$ cat config.mk
export PLATFORM = sky130hd
export DESIGN_NAME = bus_rx_endpoint
export DESIGN_NICKNAME = d
export VERILOG_FILES = /design/src/rtl/bus_pkg.sv /design/src/rtl/bus_rx_endpoint_sync_fifo.sv /design/src/rtl/bus_rx_endpoint.sv
export SDC_FILE = /design/constraint.sdc
export NUM_CORES = 1
export LEC_CHECK = 0
export ABC_CLOCK_PERIOD_IN_PS = 4800
export CORE_MARGIN = 1.5
export CORE_UTILIZATION = 55
export CTS_BUF_LIST = sky130_fd_sc_hd__clkbuf_2
export CTS_CLUSTER_SIZE = 14
export DETAILED_ROUTE_END_ITERATION = 7
export GPL_TIMING_DRIVEN = 0
export PLACE_DENSITY_LB_ADDON = 0.08
export SLEW_MARGIN = 20
export SYNTH_ARGS = -nofsm -noshare
export SYNTH_HDL_FRONTEND = slang
export SYNTH_SLANG_ARGS = --single-unit
$ cat constraint.sdc
create_clock -name clk -period 4.8 [get_ports clk]
set_clock_uncertainty 0.15 [all_clocks]
set_input_delay 0.72 -clock clk [delete_from_list [all_inputs] [get_ports clk]]
set_output_delay 0.72 -clock clk [all_outputs]
set_load 0.01 [all_outputs]
$ cat src/rtl/bus_pkg.sv
// Shared bus definitions: ID field width, broadcast ID, destination extraction
// and the per-packet receive classification.
package bus_pkg;

    localparam int ID_W      = 8;
    localparam int PKT_MAX_W = 64;
    localparam logic [ID_W-1:0] BCAST_ID = 8'hFF;

    typedef enum logic [1:0] {
        RX_ACCEPT,
        RX_DROP,
        RX_FILT
    } rx_class_e;

    // The destination ID is the top ID_W bits of a pkt_w-bit packet.
    function automatic logic [ID_W-1:0] dst_of(input logic [PKT_MAX_W-1:0] pkt,
                                               input int unsigned pkt_w);
        return ID_W'(pkt >> (pkt_w - ID_W));
    endfunction

endpackage

$ cat src/rtl/bus_rx_endpoint_sync_fifo.sv
// First-word fall-through synchronous FIFO with one-extra-bit pointers;
// the head is masked to zero while the FIFO is empty.
module sync_fifo #(
    parameter int width = 16,
    parameter int depth = 8
) (
    input  logic                     clk,
    input  logic                     reset,
    input  logic                     wr_en,
    input  logic [width-1:0]         wr_data,
    input  logic                     rd_en,
    output logic [width-1:0]         rd_data,
    output logic                     full,
    output logic                     empty,
    output logic [$clog2(depth):0]   level
);

    localparam int AW = $clog2(depth);

    logic [width-1:0] mem_q [depth];
    logic [AW:0]      wr_ptr_q;
    logic [AW:0]      rd_ptr_q;
    logic             wr_ok;
    logic             rd_ok;

    assign level = wr_ptr_q - rd_ptr_q;
    assign empty = (wr_ptr_q == rd_ptr_q);
    assign full  = (level == (AW+1)'(depth));

    // A pop on a full FIFO frees the slot the same-edge write lands in.
    assign rd_ok = rd_en && !empty;
    assign wr_ok = wr_en && (!full || rd_ok);

    assign rd_data = empty ? '0 : mem_q[rd_ptr_q[AW-1:0]];

    always_ff @(posedge clk) begin
        if (wr_ok) begin
            mem_q[wr_ptr_q[AW-1:0]] <= wr_data;
        end
    end

    always_ff @(posedge clk) begin
        if (reset) begin
            wr_ptr_q <= '0;
            rd_ptr_q <= '0;
        end else begin
            if (wr_ok) wr_ptr_q <= wr_ptr_q + (AW+1)'(1);
            if (rd_ok) rd_ptr_q <= rd_ptr_q + (AW+1)'(1);
        end
    end

endmodule

$ cat src/rtl/bus_rx_endpoint.sv
// Bus receive endpoint: destination-ID filter, per-packet classification,
// saturating statistics counters and a FWFT buffer toward the local consumer.
module bus_rx_endpoint
    import bus_pkg::*;
#(
    parameter int              pckg_sz   = 16,
    parameter int              depth     = 8,
    parameter logic [ID_W-1:0] id        = '0,
    parameter logic [ID_W-1:0] broadcast = BCAST_ID,
    parameter int              cnt_w     = 16
) (
    input  logic                     clk,
    input  logic                     reset,
    input  logic                     push,
    input  logic [pckg_sz-1:0]       D_push,
    output logic                     rd_valid,
    input  logic                     rd_ready,
    output logic [pckg_sz-1:0]       rd_data,
    output logic                     full,
    output logic [$clog2(depth):0]   level,
    output logic [cnt_w-1:0]         rx_cnt,
    output logic [cnt_w-1:0]         drop_cnt,
    output logic [cnt_w-1:0]         filt_cnt
);

    typedef enum logic {ST_IDLE, ST_CLASSIFY} rx_state_e;

    rx_state_e         state_q;
    rx_class_e         cls_q;
    rx_class_e         cls_d;
    logic [ID_W-1:0]   dst;
    logic              match;
    logic              pop;
    logic              accept;
    logic              empty;
    logic [cnt_w-1:0]  rx_cnt_q;
    logic [cnt_w-1:0]  drop_cnt_q;
    logic [cnt_w-1:0]  filt_cnt_q;

    assign dst    = dst_of(PKT_MAX_W'(D_push), pckg_sz);
    assign match  = (dst == id) || (dst == broadcast);
    assign pop    = rd_valid && rd_ready;
    assign accept = push && match && (!full || pop);

    always_comb begin
        cls_d = RX_FILT;
        if (match) cls_d = accept ? RX_ACCEPT : RX_DROP;
    end

    sync_fifo #(
        .width (pckg_sz),
        .depth (depth)
    ) u_fifo (
        .clk     (clk),
        .reset   (reset),
        .wr_en   (accept),
        .wr_data (D_push),
        .rd_en   (pop),
        .rd_data (rd_data),
        .full    (full),
        .empty   (empty),
        .level   (level)
    );

    assign rd_valid = !empty;

    // The class is registered on the push edge and applied to the counters one edge later.
    always_ff @(posedge clk) begin
        if (reset) begin
            state_q    <= ST_IDLE;
            cls_q      <= RX_ACCEPT;
            rx_cnt_q   <= '0;
            drop_cnt_q <= '0;
            filt_cnt_q <= '0;
        end else begin
            state_q <= push ? ST_CLASSIFY : ST_IDLE;
            cls_q   <= cls_d;
            if (state_q == ST_CLASSIFY) begin
                case (cls_q)
                    RX_ACCEPT: if (rx_cnt_q   != '1) rx_cnt_q   <= rx_cnt_q   + cnt_w'(1);
                    RX_DROP:   if (drop_cnt_q != '1) drop_cnt_q <= drop_cnt_q + cnt_w'(1);
                    default:   if (filt_cnt_q != '1) filt_cnt_q <= filt_cnt_q + cnt_w'(1);
                endcase
            end
        end
    end

    assign rx_cnt   = rx_cnt_q;
    assign drop_cnt = drop_cnt_q;
    assign filt_cnt = filt_cnt_q;

endmodule

# After elaboration in Yosys (flattened, before gate mapping)
# Memory sizes are Yosys's and may differ from the RTL's. A register that Yosys moved wholly into a read port is not among the register bits.
# Index checks and enable logic that the tools add are counted.
# W data, S select, Z words.
# totals
reg_bits	59
mem_bits_rw	128
elab_cells	49
n_memories	1
# mem_list
name	depth	word_bits	rd	rd_ports_with_merged_regs	write_ports	line_no	rtl
u_fifo.mem_q	8	16	1	1	1	bus_rx_endpoint_sync_fifo.sv:20	logic [width-1:0] mem_q [depth];
# op_classes
addsub	6
eq_ne	7
n_mux	8
n_bitwise	2
n_reduce_logical	17
# op_table
cell	count
$add A16 B1 Y16 const B	3
$ne A16 B16 Y1 const B	3
$mux W16	1
$reduce_and A3 Y1	3
$add A4 B1 Y4 const B	2
$eq A8 B8 Y1 const B	1
$logic_not A8 Y1	1
$mux W3	2
$logic_and A1 B1 Y1	5
$eq A4 B4 Y1	1
$eq A4 B4 Y1 const B	1
$mux W1	4
$reduce_or A2 Y1	2
$sub A4 B4 Y4	1
$logic_or A1 B1 Y1	3
$eq A2 B1 Y1 const B	1
$logic_not A1 Y1	2
$logic_not A2 Y1	1
$mux W2	1
$not A1 Y1	2

# Logic depth before layout (Yosys ltp)
# depth
ltp_word	8
ltp_mapped	8
mapped_depth_nobuf	8

# Hierarchy
# From an unflattened synthesis, not the netlist that was laid out.
# unflattened
cells_unflattened	605
hier_area_um2	8206.6
# by_module_without_submodules
module	n_inst	cells_per_inst	area_per_inst_um2	seq_area_each_um2
sync_fifo	1	275	5471.5	4063.9
bus_rx_endpoint	1	330	2735.1	1021.0

# Worst setup path before layout
# Ideal clock, no wire load.
# synth_timing
kind	register to register
from	register u_fifo.wr_ptr_q[0]
to	memory u_fifo.mem_q[0][0], enable pin
arrival_ns	3.183
required_time_ns	4.220
setup_slack_ns	1.037
stages_incl_launch_ff	8
path_buffers	0
synth_period_minus_slack_ns	3.763
path_cell_list	dfxtp_1 -> inv_1 -> ha_1 -> fa_1 -> xor2_1 -> nand3_1 -> o311ai_2 -> nor4_1
# synth_between
elab_chain_cells	8
word_cells_on_any_way	13
classes_between	1 x add/sub; 2 x eq/ne; 2 x mux; 8 x reduce/logical
# synth_rtl
item	line_no	rtl
from (decl)	bus_rx_endpoint_sync_fifo.sv:21	logic [AW:0] wr_ptr_q;
from (signal assigned)	bus_rx_endpoint_sync_fifo.sv:47	if (wr_ok) wr_ptr_q <= wr_ptr_q + (AW+1)'(1);
$sub A4 B4 Y4 or $eq A4 B4 Y1 (tied branches)	bus_rx_endpoint_sync_fifo.sv:26, bus_rx_endpoint_sync_fifo.sv:27	
$eq A4 B4 Y1 or $logic_not A1 Y1 (tied branches)	bus_rx_endpoint_sync_fifo.sv:28, bus_rx_endpoint_sync_fifo.sv:31, bus_rx_endpoint.sv:65	
$logic_not A1 Y1 or $logic_and A1 B1 Y1 (tied branches)	bus_rx_endpoint_sync_fifo.sv:32, bus_rx_endpoint.sv:43, bus_rx_endpoint.sv:42	
$logic_or A1 B1 Y1 or $logic_and A1 B1 Y1 (tied branches)	bus_rx_endpoint.sv:43, bus_rx_endpoint_sync_fifo.sv:31	
$logic_and A1 B1 Y1 or $logic_or A1 B1 Y1 (tied branches)	bus_rx_endpoint.sv:43, bus_rx_endpoint_sync_fifo.sv:32	
$logic_and A1 B1 Y1	bus_rx_endpoint_sync_fifo.sv:32	assign wr_ok = wr_en && (!full || rd_ok);
$mux W1	bus_rx_endpoint_sync_fifo.sv:37	if (wr_ok) begin
$mux W1 (not written as such)	bus_rx_endpoint_sync_fifo.sv:38	mem_q[wr_ptr_q[AW-1:0]] <= wr_data;
to (decl)	bus_rx_endpoint_sync_fifo.sv:20	
# Parallel ways exist; a longest one is shown, timed or not.

# Worst setup path after layout
# layout_timing
from	register u_fifo.wr_ptr_q[0]
to	output port rd_data[14]
# layout_between
elab_chain_cells	2
# layout_rtl
item	line_no	rtl
$eq A4 B4 Y1	bus_rx_endpoint_sync_fifo.sv:27	assign empty = (wr_ptr_q == rd_ptr_q);
$mux W16	bus_rx_endpoint_sync_fifo.sv:34	assign rd_data = empty ? '0 : mem_q[rd_ptr_q[AW-1:0]];
to (decl)	bus_rx_endpoint.sv:18	output logic [pckg_sz-1:0] rd_data,
# Every way passes these cells.

==> metrics.csv <==
metric;value;unit
status;completed;
drv_slew;0;
yosys.area_share.simple;12.0;%
design_power_total;2.69;mW
path_clk_slew;0.24;ns
leakagePower;3.01;nW
clock_latency;0.78;ns
ios;90;
maxCapViolCount;0;
yosysUniqueCellTypes;53;
critical_path_class;register to primary output;
slew_headroom;38.3;%
rrSetupSlack;1.20;ns
hold_viol;0;
synth_area;7950;um2
ant_nets;0;
drt_iter0_drc;349;
fin_area;9500;um2
gp_congestion;0.833;
die-height;123;um
coreArea;14000;um2
grt_max_degree;17;
ys_ff_latch;190;
cts_resized;1;
ys_seq_area_share;64.0;%
syn-num-nets;596;
regArea;5080;um2
crit_path_start_kind;register;
synth_top_family_by_area;multiplexers;
fill_cells;1059;
first_pass_iters;5;
die_area;15200;um2
clkSinkCount;190;
routed_via_density;5.69;
cellPowerDensity;283;nW/um2
setup_violations;0;
nets;724;
worstPathMaxFanout;10;
drc;0;
required;3.93;ns
dpl_cell_area;9230;um2
fp-row-count;43;
synth.area.mux_share;12.0;%
synthArstFlopShare;0;%
portBuffers;89;
syn_inst;567;
overflow;0;
synth_flop_cell;edfxtp_1;
drive_gt1_share;14.7;%
rsz0062_at_grt;false;
drt_wl_total;16700;um
fin_crit;4.51;ns
cts_tree;built;
end_kind;primary output;
die_x;123;um
grt_usage;23.6;%
antenna_found_initial;1;
start_util;56.8;%
grt_pass1_wl;26400;um
synth_xor_area_share;4.08;%
maxClockFrequency;0.222;GHz
wire_per_inst;18.8;um
numCtsBuffers;17;
h-tree-depth;4;
cts_buffer_depth;2;
hold_buffers;0;
hold_path.class;register to register;
area.growth.synth_to_final;19.5;%
arrival;3.64;ns
grt_pass1_vias;5162;
dpl.hpwl;11900;um
syn_area_per_cell;14.0;um2
tightest_slew;0.918;ns
num_vias;5057;
root_buffer;clkbuf_2;
ir_drop;0.137;mV
synth-edff-count;128;
post-route-period-util;94.0;%
synthAdderAreaFrac;1.51;%
multi_input_area;2760;um2
yosysWarnings;0;
synth_compound_area_share;4.49;%
postCtsSetupBuffers;0;
## placed cells by master (no fill, tap or decap), types with 10 or more instances in the layout
| cell type | netlist | final |
|---|---|---|
| a211oi_1 | 15 | 15 |
| a21oi_1 | 16 | 16 |
| buf_2 | 5 | 18 |
| clkbuf_1 | 11 | 11 |
| clkbuf_2 | 0 | 19 |
| clkdlybuf4s50_1 | 0 | 89 |
| dfxtp_1 | 62 | 62 |
| edfxtp_1 | 128 | 128 |
| inv_1 | 21 | 21 |
| mux2i_1 | 20 | 20 |
| mux4_2 | 32 | 32 |
| nand2_1 | 16 | 16 |
| nand3_1 | 18 | 18 |
| nand4_1 | 16 | 16 |
| nor2_1 | 75 | 73 |
| nor3_1 | 10 | 10 |
| xnor2_1 | 29 | 29 |
## final cells by class
cell class / instances / share of cell area, %
Clock buffer: 19 / 1.00
Antenna cell: 1 / 0.0263
Inverter: 21 / 0.829
Tap cell: 180 / 2.37
Sequential cell: 190 / 53.5
Timing Repair Buffer: 109 / 10.7
Clock inverter: 13 / 1.79
Multi-Input combinational cell: 337 / 29.0
Buffer: 19 / 0.816
## worst max-delay path, cell delays in order (launching register included)
cell and delay (ns):
dfxtp_1 0.57, inv_1 0.20, ha_1 0.38, nand3_1 0.12, nor2_2 0.43, clkbuf_1 0.54, nor2_1 0.14, clkdlybuf4s50_1 0.51
## path summary, 6_finish.rpt
path                                                endpoint  cells after the start                            start
worst min-delay path                  rx_cnt[9]$_SDFFE_PP0P_                      2           rx_cnt[9]$_SDFFE_PP0P_
worst min register to register        rx_cnt[9]$_SDFFE_PP0P_                      2           rx_cnt[9]$_SDFFE_PP0P_
worst max-delay path                             rd_data[14]                      7  u_fifo.wr_ptr_q[0]$_SDFFE_PP0P_
worst max register to register  u_fifo.mem_q[6][3]$_DFFE_PP_                      8  u_fifo.wr_ptr_q[0]$_SDFFE_PP0P_
## kinds of logic after synthesis
group,after synthesis
compound gates,51
xor+xnor,37
fa+ha+maj,9
buf+inv,40
flops,190
mux,55
simple gates,185
## metrics by stage
step                setup WS [ns]  utilization (%)  hold WS, ns  instances  setup TNS (ns)
finish                      0.290             67.9        0.381        889               0
detailed placement          0.651             66.0        0.345        856               0
CTS                         0.201             67.9        0.378        888               0
floorplan                    1.04                -        0.348        567               0
global placement            -1.29             64.8        0.335        836         -132.12
global route                0.101             67.9        0.399        889               0
## layer usage
| metal | part of all wire, % | wire length [um] | vias to the layer above | global-route usage, % |
|---|---|---|---|---|
| met5 | 0 | 0 | - | 0 |
| met4 | 1.5 | 246 | 0 | 8.41 |
| met3 | 5.0 | 834 | 20 | 5.44 |
| met2 | 52 | 8690 | 141 | 40.8 |
| met1 | 42 | 6950 | 2485 | 29.2 |
| li1 | - | - | 2411 | - |
## where the power goes
part           total [mW]  switching [mW]  internal, mW
logic              0.0671          0.0390        0.0281
registers            1.75         0.00365          1.75
clock network       0.868           0.527         0.342
total                2.69           0.569          2.12
## sequential cells by signal, indices dropped and copies added, names as in the netlist, named ones only
name,flops
drop_cnt,16
u_fifo.mem_q,128
rx_cnt,16
cls_q,2
state_q,1
filt_cnt,16
u_fifo.rd_ptr_q,4
u_fifo.wr_ptr_q,4
## synthesized netlist by cell type, types with 3 or more instances
| cell type | number | area share (%) |
|---|---|---|
| nor4_1 | 14 | 1.1 |
| nor2b_1 | 4 | 0.31 |
| and3_1 | 6 | 0.47 |
| xor2_1 | 8 | 0.88 |
| edfxtp_1 | 128 | 48 |
| nand3b_1 | 3 | 0.28 |
| inv_1 | 21 | 0.99 |
| buf_1 | 3 | 0.14 |
| a211oi_1 | 15 | 1.4 |
| nand4_1 | 16 | 1.3 |
| mux2i_1 | 20 | 2.5 |
| nor3_1 | 10 | 0.63 |
| mux2_1 | 3 | 0.42 |
| a21oi_1 | 16 | 1.0 |
| or4_1 | 3 | 0.28 |
| mux4_2 | 32 | 9.1 |
| nand2_1 | 16 | 0.76 |
| o21ai_0 | 4 | 0.25 |
| xnor2_1 | 29 | 3.2 |
| ha_1 | 8 | 1.3 |
| nand3_1 | 18 | 1.1 |
| nor2_1 | 75 | 3.5 |
| dfxtp_1 | 62 | 16 |
| clkbuf_1 | 11 | 0.52 |
| buf_2 | 5 | 0.31 |
Note: power is estimated with default switching activity, not from simulation.
